### src/rtl/seq_det_pkg.sv
// Shared encodings for the serial pattern detector: FSM states and detection modes.
package seq_det_pkg;

    typedef enum logic {
        ST_FILL  = 1'b0,
        ST_ARMED = 1'b1
    } state_e;

    localparam logic MODE_NONOVL = 1'b0;
    localparam logic MODE_OVL    = 1'b1;

endpackage

### src/rtl/sat_counter.sv
// Saturating up-counter with a sticky flag that is set when the count reaches all-ones.
module sat_counter #(
    parameter int W = 8
) (
    input  logic         clk,
    input  logic         rst,
    input  logic         clr,
    input  logic         inc,
    output logic [W-1:0] count,
    output logic         sat
);

    logic [W-1:0] count_q, count_d;
    logic         sat_q, sat_d;

    always_comb begin
        count_d = count_q;
        sat_d   = sat_q;
        if (clr) begin
            count_d = '0;
            sat_d   = 1'b0;
        end else if (inc && (count_q != {W{1'b1}})) begin
            count_d = count_q + 1'b1;
            if (count_d == {W{1'b1}}) begin
                sat_d = 1'b1;
            end
        end
    end

    always_ff @(posedge clk or negedge rst) begin
        if (!rst) begin
            count_q <= '0;
            sat_q   <= 1'b0;
        end else begin
            count_q <= count_d;
            sat_q   <= sat_d;
        end
    end

    assign count = count_q;
    assign sat   = sat_q;

endmodule

### src/rtl/seq_pattern_detector.sv
// Serial pattern detector: shift history, fill/armed FSM and live pattern compare,
// with a registered match pulse and a saturating match counter.
module seq_pattern_detector
    import seq_det_pkg::*;
#(
    parameter int PAT_W = 4,
    parameter int CNT_W = 8
) (
    input  logic             clk,
    input  logic             rst,
    input  logic             en,
    input  logic             x,
    input  logic [PAT_W-1:0] pattern,
    input  logic             overlap,
    input  logic             clr,
    output logic             match,
    output logic [CNT_W-1:0] match_count,
    output logic             cnt_sat
);

    localparam int FW = $clog2(PAT_W);
    localparam logic [FW-1:0] FILL_LAST = FW'(PAT_W - 1);

    logic [PAT_W-1:0] hist_q, hist_d;
    logic [FW-1:0]    fill_q, fill_d;
    state_e           state_q, state_d;
    logic             match_q, match_d;
    logic [PAT_W-1:0] window_next;
    logic             hit;

    always_comb begin
        hist_d      = hist_q;
        fill_d      = fill_q;
        state_d     = state_q;
        hit         = 1'b0;
        window_next = (hist_q << 1) | PAT_W'(x);
        if (clr) begin
            hist_d  = '0;
            fill_d  = '0;
            state_d = ST_FILL;
        end else if (en) begin
            hist_d = window_next;
            hit    = (window_next == pattern) &&
                     ((state_q == ST_ARMED) || (fill_q == FILL_LAST));
            // A non-overlapping match restarts the window, even when it completes during FILL.
            if (hit && (overlap == MODE_NONOVL)) begin
                state_d = ST_FILL;
                fill_d  = '0;
            end else if (state_q == ST_FILL) begin
                if (fill_q == FILL_LAST) begin
                    state_d = ST_ARMED;
                    fill_d  = '0;
                end else begin
                    fill_d = fill_q + 1'b1;
                end
            end
        end
        match_d = hit;
    end

    always_ff @(posedge clk or negedge rst) begin
        if (!rst) begin
            hist_q  <= '0;
            fill_q  <= '0;
            state_q <= ST_FILL;
            match_q <= 1'b0;
        end else begin
            hist_q  <= hist_d;
            fill_q  <= fill_d;
            state_q <= state_d;
            match_q <= match_d;
        end
    end

    sat_counter #(
        .W(CNT_W)
    ) u_cnt (
        .clk  (clk),
        .rst  (rst),
        .clr  (clr),
        .inc  (hit),
        .count(match_count),
        .sat  (cnt_sat)
    );

    assign match = match_q;

endmodule

### config.mk
export PLATFORM = sky130hd
export DESIGN_NAME = seq_pattern_detector
export DESIGN_NICKNAME = d
export VERILOG_FILES = /design/src/rtl/seq_det_pkg.sv /design/src/rtl/sat_counter.sv /design/src/rtl/seq_pattern_detector.sv
export SDC_FILE = /design/constraint.sdc
export NUM_CORES = 1
export LEC_CHECK = 0
export CORE_MARGIN = 2
export CORE_UTILIZATION = 52
export CTS_BUF_LIST = sky130_fd_sc_hd__clkbuf_2 sky130_fd_sc_hd__clkbuf_4 sky130_fd_sc_hd__clkbuf_8
export DETAILED_ROUTE_END_ITERATION = 12
export PLACE_DENSITY = 0.81
export SYNTH_ARGS = -nofsm -noshare
export SYNTH_HDL_FRONTEND = slang
export SYNTH_SLANG_ARGS = --single-unit
### constraint.sdc
create_clock -name clk -period 2.1 [get_ports clk]
set_input_delay 0.63 -clock clk [delete_from_list [all_inputs] [get_ports clk]]
set_output_delay 0.63 -clock clk [all_outputs]
set_load 0.005 [all_outputs]
* After elaboration in Yosys (flattened, before gate mapping) *
Cells that the tools add are included.

word-level totals
  register bits after elaboration = 16
  input port bits = 10
  output and inout port bits = 10
  word-level logic and storage cells = 43

cells by class
  add/subtract/negate cells = 2
  equal/unequal tests = 5
  muxes and demuxes = 19
  bitwise operators = 2
  reduce and logical (&&, ||, !) cells = 9

operator list
  operator                                                          count
  8-bit two-way mux                                                 2
  1-bit two-way mux                                                 10
  2-bit two-way mux                                                 5
  8-bit by 1-bit adder with 8-bit output (second input constant)    1
  8-bit equality test (second input constant)                       1
  8-bit != test (second input constant)                             1
  3-bit two-way mux                                                 2
  2-bit nonzero test                                                3
  4-bit equality test                                               1
  4-bit by 1-bit OR with 4-bit output                               1
  2-bit AND reduction                                               2
  1-bit logical AND                                                 3
  3-bit by 2-bit != test with 1-bit output (second input constant)  1
  2-bit by 1-bit adder with 2-bit output (second input constant)    1
  2-bit equality test (second input constant)                       1
  1-bit logical OR                                                  1
  1-bit NOT                                                         1

* Logic depth before layout (Yosys ltp) *
  depth in word-level cells = 8
  gate-level depth with buffers = 6
  depth with buffers taken out = 5

* Cells and area by module *
From an unflattened synthesis, not the netlist that was laid out.

unflattened totals
  cells, all modules = 95
  area total of the unflattened synthesis = 945.9 µm²

by module, submodules not included
  module                times used  cells each  area each (µm²)  sequential area each (µm²)
  sat_counter           1           59          553.0            225.2
  seq_pattern_detector  1           36          392.9            175.2

* Worst setup path before layout *
No wires, ideal clock.

  path kind = input to register
  start point = input port en
  end point = register u_cnt.count_q[4], in the netlist u_cnt.count[4]
  setup time = 125 ps
  arrival time = 1833 ps
  required time = 1975 ps
  slack = 142 ps
  stages on the path = 6
  path buffers = 2
  cell sequence = buf_2 -> inv_1 -> a211o_1 -> buf_2 -> nor3_1 -> mux2_2

between the ends
  cells in the longest elaborated chain, start to end = 4

RTL lines
  item                          line                        source
  start: declaration            seq_pattern_detector.sv:11  input logic en,
  1-bit two-way mux             seq_pattern_detector.sv:41  end else if (en) begin
  1-bit two-way mux             seq_pattern_detector.sv:37  if (clr) begin
  1-bit logical AND             sat_counter.sv:22           end else if (inc && (count_q != {W{1'b1}})) begin
  2-bit nonzero test (no line)  -
  end signal: assignment        sat_counter.sv:35           count_q <= count_d;
  end: declaration              sat_counter.sv:13           logic [W-1:0] count_q, count_d;

Every way passes these cells.
A chain may end at the register's enable or synchronous reset.

* Final worst setup path *
  start point = input port pattern[3]
  end point = register u_cnt.count_q[7], in the netlist u_cnt.count[7]

between the ends
  cells in the longest elaborated chain, start to end = 6

RTL lines
  item                          line                        source
  start: declaration            seq_pattern_detector.sv:13  input logic [PAT_W-1:0] pattern,
  4-bit equality test           seq_pattern_detector.sv:43  hit = (window_next == pattern) &&
  1-bit logical AND             seq_pattern_detector.sv:43
  1-bit two-way mux             seq_pattern_detector.sv:41
  1-bit two-way mux             seq_pattern_detector.sv:37
  1-bit logical AND             sat_counter.sv:22
  2-bit nonzero test (no line)  -

Every way passes these cells.

==> summary.md <==
| Metric | Value |
|---|---|
| Status | completed |
| Predominant post-synthesis flop cell | dfrtp_1 |
| Initial Utilization | between 50% and 60% |
| Delay-heaviest family, CP | buffers and inverters |
| Post-Synthesis Net Count | 117 |
| HPWL Detailed | about 1.8 mm |
| Post-CTS Hold Buffers | 0 |
| Worst path cell trace | clkdlybuf4s50_1 > xnor2_1 > o2111ai_1 > buf_4 > or4_1 > a21oi_1 |
| Worst path depth | 6 |
| Root buffer cell | clkbuf_4 |
| Vias in the first global route | 903 |
| Synth area leaders | dfrtp_1 41%, a21oi_1 4.1%, ha_1 3.8%, mux2i_1 3.1%, o31ai_1 3.1% |
| Avg WL per Cell | ~16 microns |
| Period utilisation layout | 97.5% |
| Worst-Margin Slew | 0.380 ns |
| Initial antenna violation count | 0 |
| Worst setup EP type | register |
| Post-Layout Inst Area | about 1300 sq um |
| Final ANT Viol Nets | 0 |
| First-pass GRT wire length | around 4 mm |
| Fin worst setup slack | around 0.052 ns |
| Reg2Reg Launch Point | u_cnt.count[0] |
| Die X | approximately 47 microns |
| Layout Cells excl Fill | roughly 160 |
| # rows | 15 |
| FFs w/ async S/R, synth | 100% |
| Worst path arrival time | between 2 and 2.5 ns |
| First drt pass iteration count | 4 |
| Hold WC Path Type | reg2reg |
| Pwr/cell area | ~470 nW/um^2 |
| Mean Syn Cell Area | about 9.4 sq um |
| CP startpoint | pattern[3] |
| Setup WS pre-CTS | -0.255 ns |
| Largest family of logic cells by synthesized area | simple AND/OR/NAND/NOR gates |
| Crit-path max cell delay | around 0.50 ns |
| Fraction of final layout cells sized beyond drive strength 1 | 14.9% |
| H-tree depth | 1 |
| # diodes | 0 |
| Most common cell in the netlist | dfrtp_1 |
| Critical path required time | ~2.3 ns |
| Adder-cell share of the synthesized area | 3.84% |
| Simple-gate share of the synthesized area | between 20% and 30% |
| Worst VDD drop | about 0.4 mV |
| Reg2Reg Depth | 5 |
| RSZ-0062 raised after global routing | false |
| Crit path buf inv count | 2 |
| FMAX | 488 MHz |
| P_leak | approximately 0.00053 uW |
| Commonest cells in the netlist | 16 x dfrtp_1, 8 x a21oi_1, 6 x nor2_1, 5 x inv_1, 5 x nor3_1 |
| Post-DP Area | roughly 1300 sq um |
| Placed insts | around 160 |
| Top cell type's share of synthesized area | between 40 and 50% |
| Die area | between 2000 and 2500 sq um |
| Worst skew pair latency | 0.29 ns |
| Setup crit end | u_cnt.count[7] |
| Post-cts resize count | 0 |
| Syn Inst Count | approximately 100 |
| Avg Vias per Cell | between 5 and 6 |
| Synth Register Bits | 16 |
| Compound-Gate Fraction of Synth Area | 18.4% |
| Min Tclk post-route | ~2.0 ns |
| Register area share after synthesis | between 40% and 50% |
| Gr usage total | about a quarter |
| PortBufs | 19 |
| Worst R2R Setup Slack | ~0.090 ns |
| Vias post-DR | between 900 and 1,000 |
| Yosys top cell by area | dfrtp_1 |
| Warnings from Yosys | 0 |
| Worst hold path stage count | 2 |
| Layout net count | 148 |
| Setup Fix Bufs, Post-CTS | 0 |
| Post-synthesis mux area share | between 4 and 5% |
| CTS Buf Count | 3 |
| GRT overflow | 0 |
| DRC marker count from the first detailed-route iteration | 37 |
| Post-Route Setup TNS | 0 ns |
| Clk slew on worst S/H paths | about 0.1 ns |
| Relative slew slack | approximately 74% |
| Crit path launch type | input pin |
| CTS tree | yes |
| Skew final | roughly 0.0028 ns |
| Xor and xnor area share after synthesis | around 3.6% |
| Slowest stage cell on the critical path | or4_1 |
| Number of flops mapped to enable cells by yosys | 0 |
| Unique masters post-synth | 40 |
| Final setup vio count | 0 |
| Max Cap Viol | 0 |
| Post-synth design cell area | approximately 980 sq um |
| Clk sink count | 16 |
| Core ar. | around 1700 sq um |
| I/O pin count | 20 |
| # DRC | 0 |
| Crit path kind | in2reg |
| Slew Limit Fails | 0 |
| Routed WL | around 2.5 mm |
| Routability cong. | roughly 0.86 |
| Final Hold Vio Count | 0 |
| R2R Path End | u_cnt.count[7] |
| Clock tree buffer depth | 2 |
| Worst-path fanout max | 10 |
| Area growth from synthesis to layout | 33.5% |
| Die height | between 40 and 50 microns |
| Largest net degree at the start of global routing | 17 |
-- worst min-delay path, cell delays in order (launching register included) --
cell     delay [ns]
dfrtp_1        0.39
nand2_1        0.06
o31ai_1        0.05
-- state kept, by name (all words and copies together), names as in the netlist --
signal,count
fill_q,2
hist_q,3
match,1
state_q,1
u_cnt.count,8
u_cnt.sat,1
-- where the power goes --
part           leakage (uW)  total, uW  internal [uW]  switching [uW]
Combinational      0.000286       84.9           44.7            40.2
Clock             0.0000210        214            106             109
Sequential         0.000221        320            314            5.95
Total              0.000528        619            464             155
-- how the worst min path moves through the flow --
stage | from | endpoint
after floorplan | rst | fill_q[0]
after global placement | fill_q[1] | fill_q[1]
after detailed placement | fill_q[1] | fill_q[1]
after CTS | fill_q[1] | fill_q[1]
after global routing | fill_q[1] | fill_q[1]
final | fill_q[1] | fill_q[1]
-- routing by layer --
| layer | up-vias | GRT usage (%) | routed length [microns] |
|---|---|---|---|
| met1 | 456 | 36.1 | 1120 |
| met4 | 0 | 10.0 | 29 |
| met2 | 28 | 38.1 | 1210 |
| li1 | 458 | - | - |
| met5 | - | 0 | 0 |
| met3 | 4 | 5.00 | 111 |
-- logic make-up (layout without fill, tap and decap cells) --
kind of cell	count (synthesis)	count (layout)
buffers and inverters	11	41
and+or+nand+nor	40	40
AOI/OAI and AO/OA	26	26
DFF	16	16
xor gates and xnor gates	4	4
muxes	4	4
adders and majority gates	3	3
-- layout make-up --
type,count,area [sq um]
Fill cell,135,439
Inverter,5,18.8
Clock buffer,4,36.3
Multi-Input combinational cell,77,532
Sequential cell,16,400
Tap cell,25,31.3
Timing Repair Buffer,32,288
-- placed cells by master (no fill, tap or decap), drive strengths merged, types with 4 or more instances in the layout --
master	instances
nor3	5
or4	4
a21oi	8
clkbuf	4
clkdlybuf4s50	19
o31ai	4
dfrtp	16
nand2	4
inv	5
nor2	6
buf	13
-- per-stage QoR --
step	power, uW	util [%]	hold slack, ns
after floorplan	360	-	0.334
after global placement	405	72.5	0.492
after detailed placement	410	72.5	0.500
after CTS	619	74.6	0.522
after global routing	642	74.8	0.544
final	619	74.8	0.530
Power figures use the tool's default switching activity.
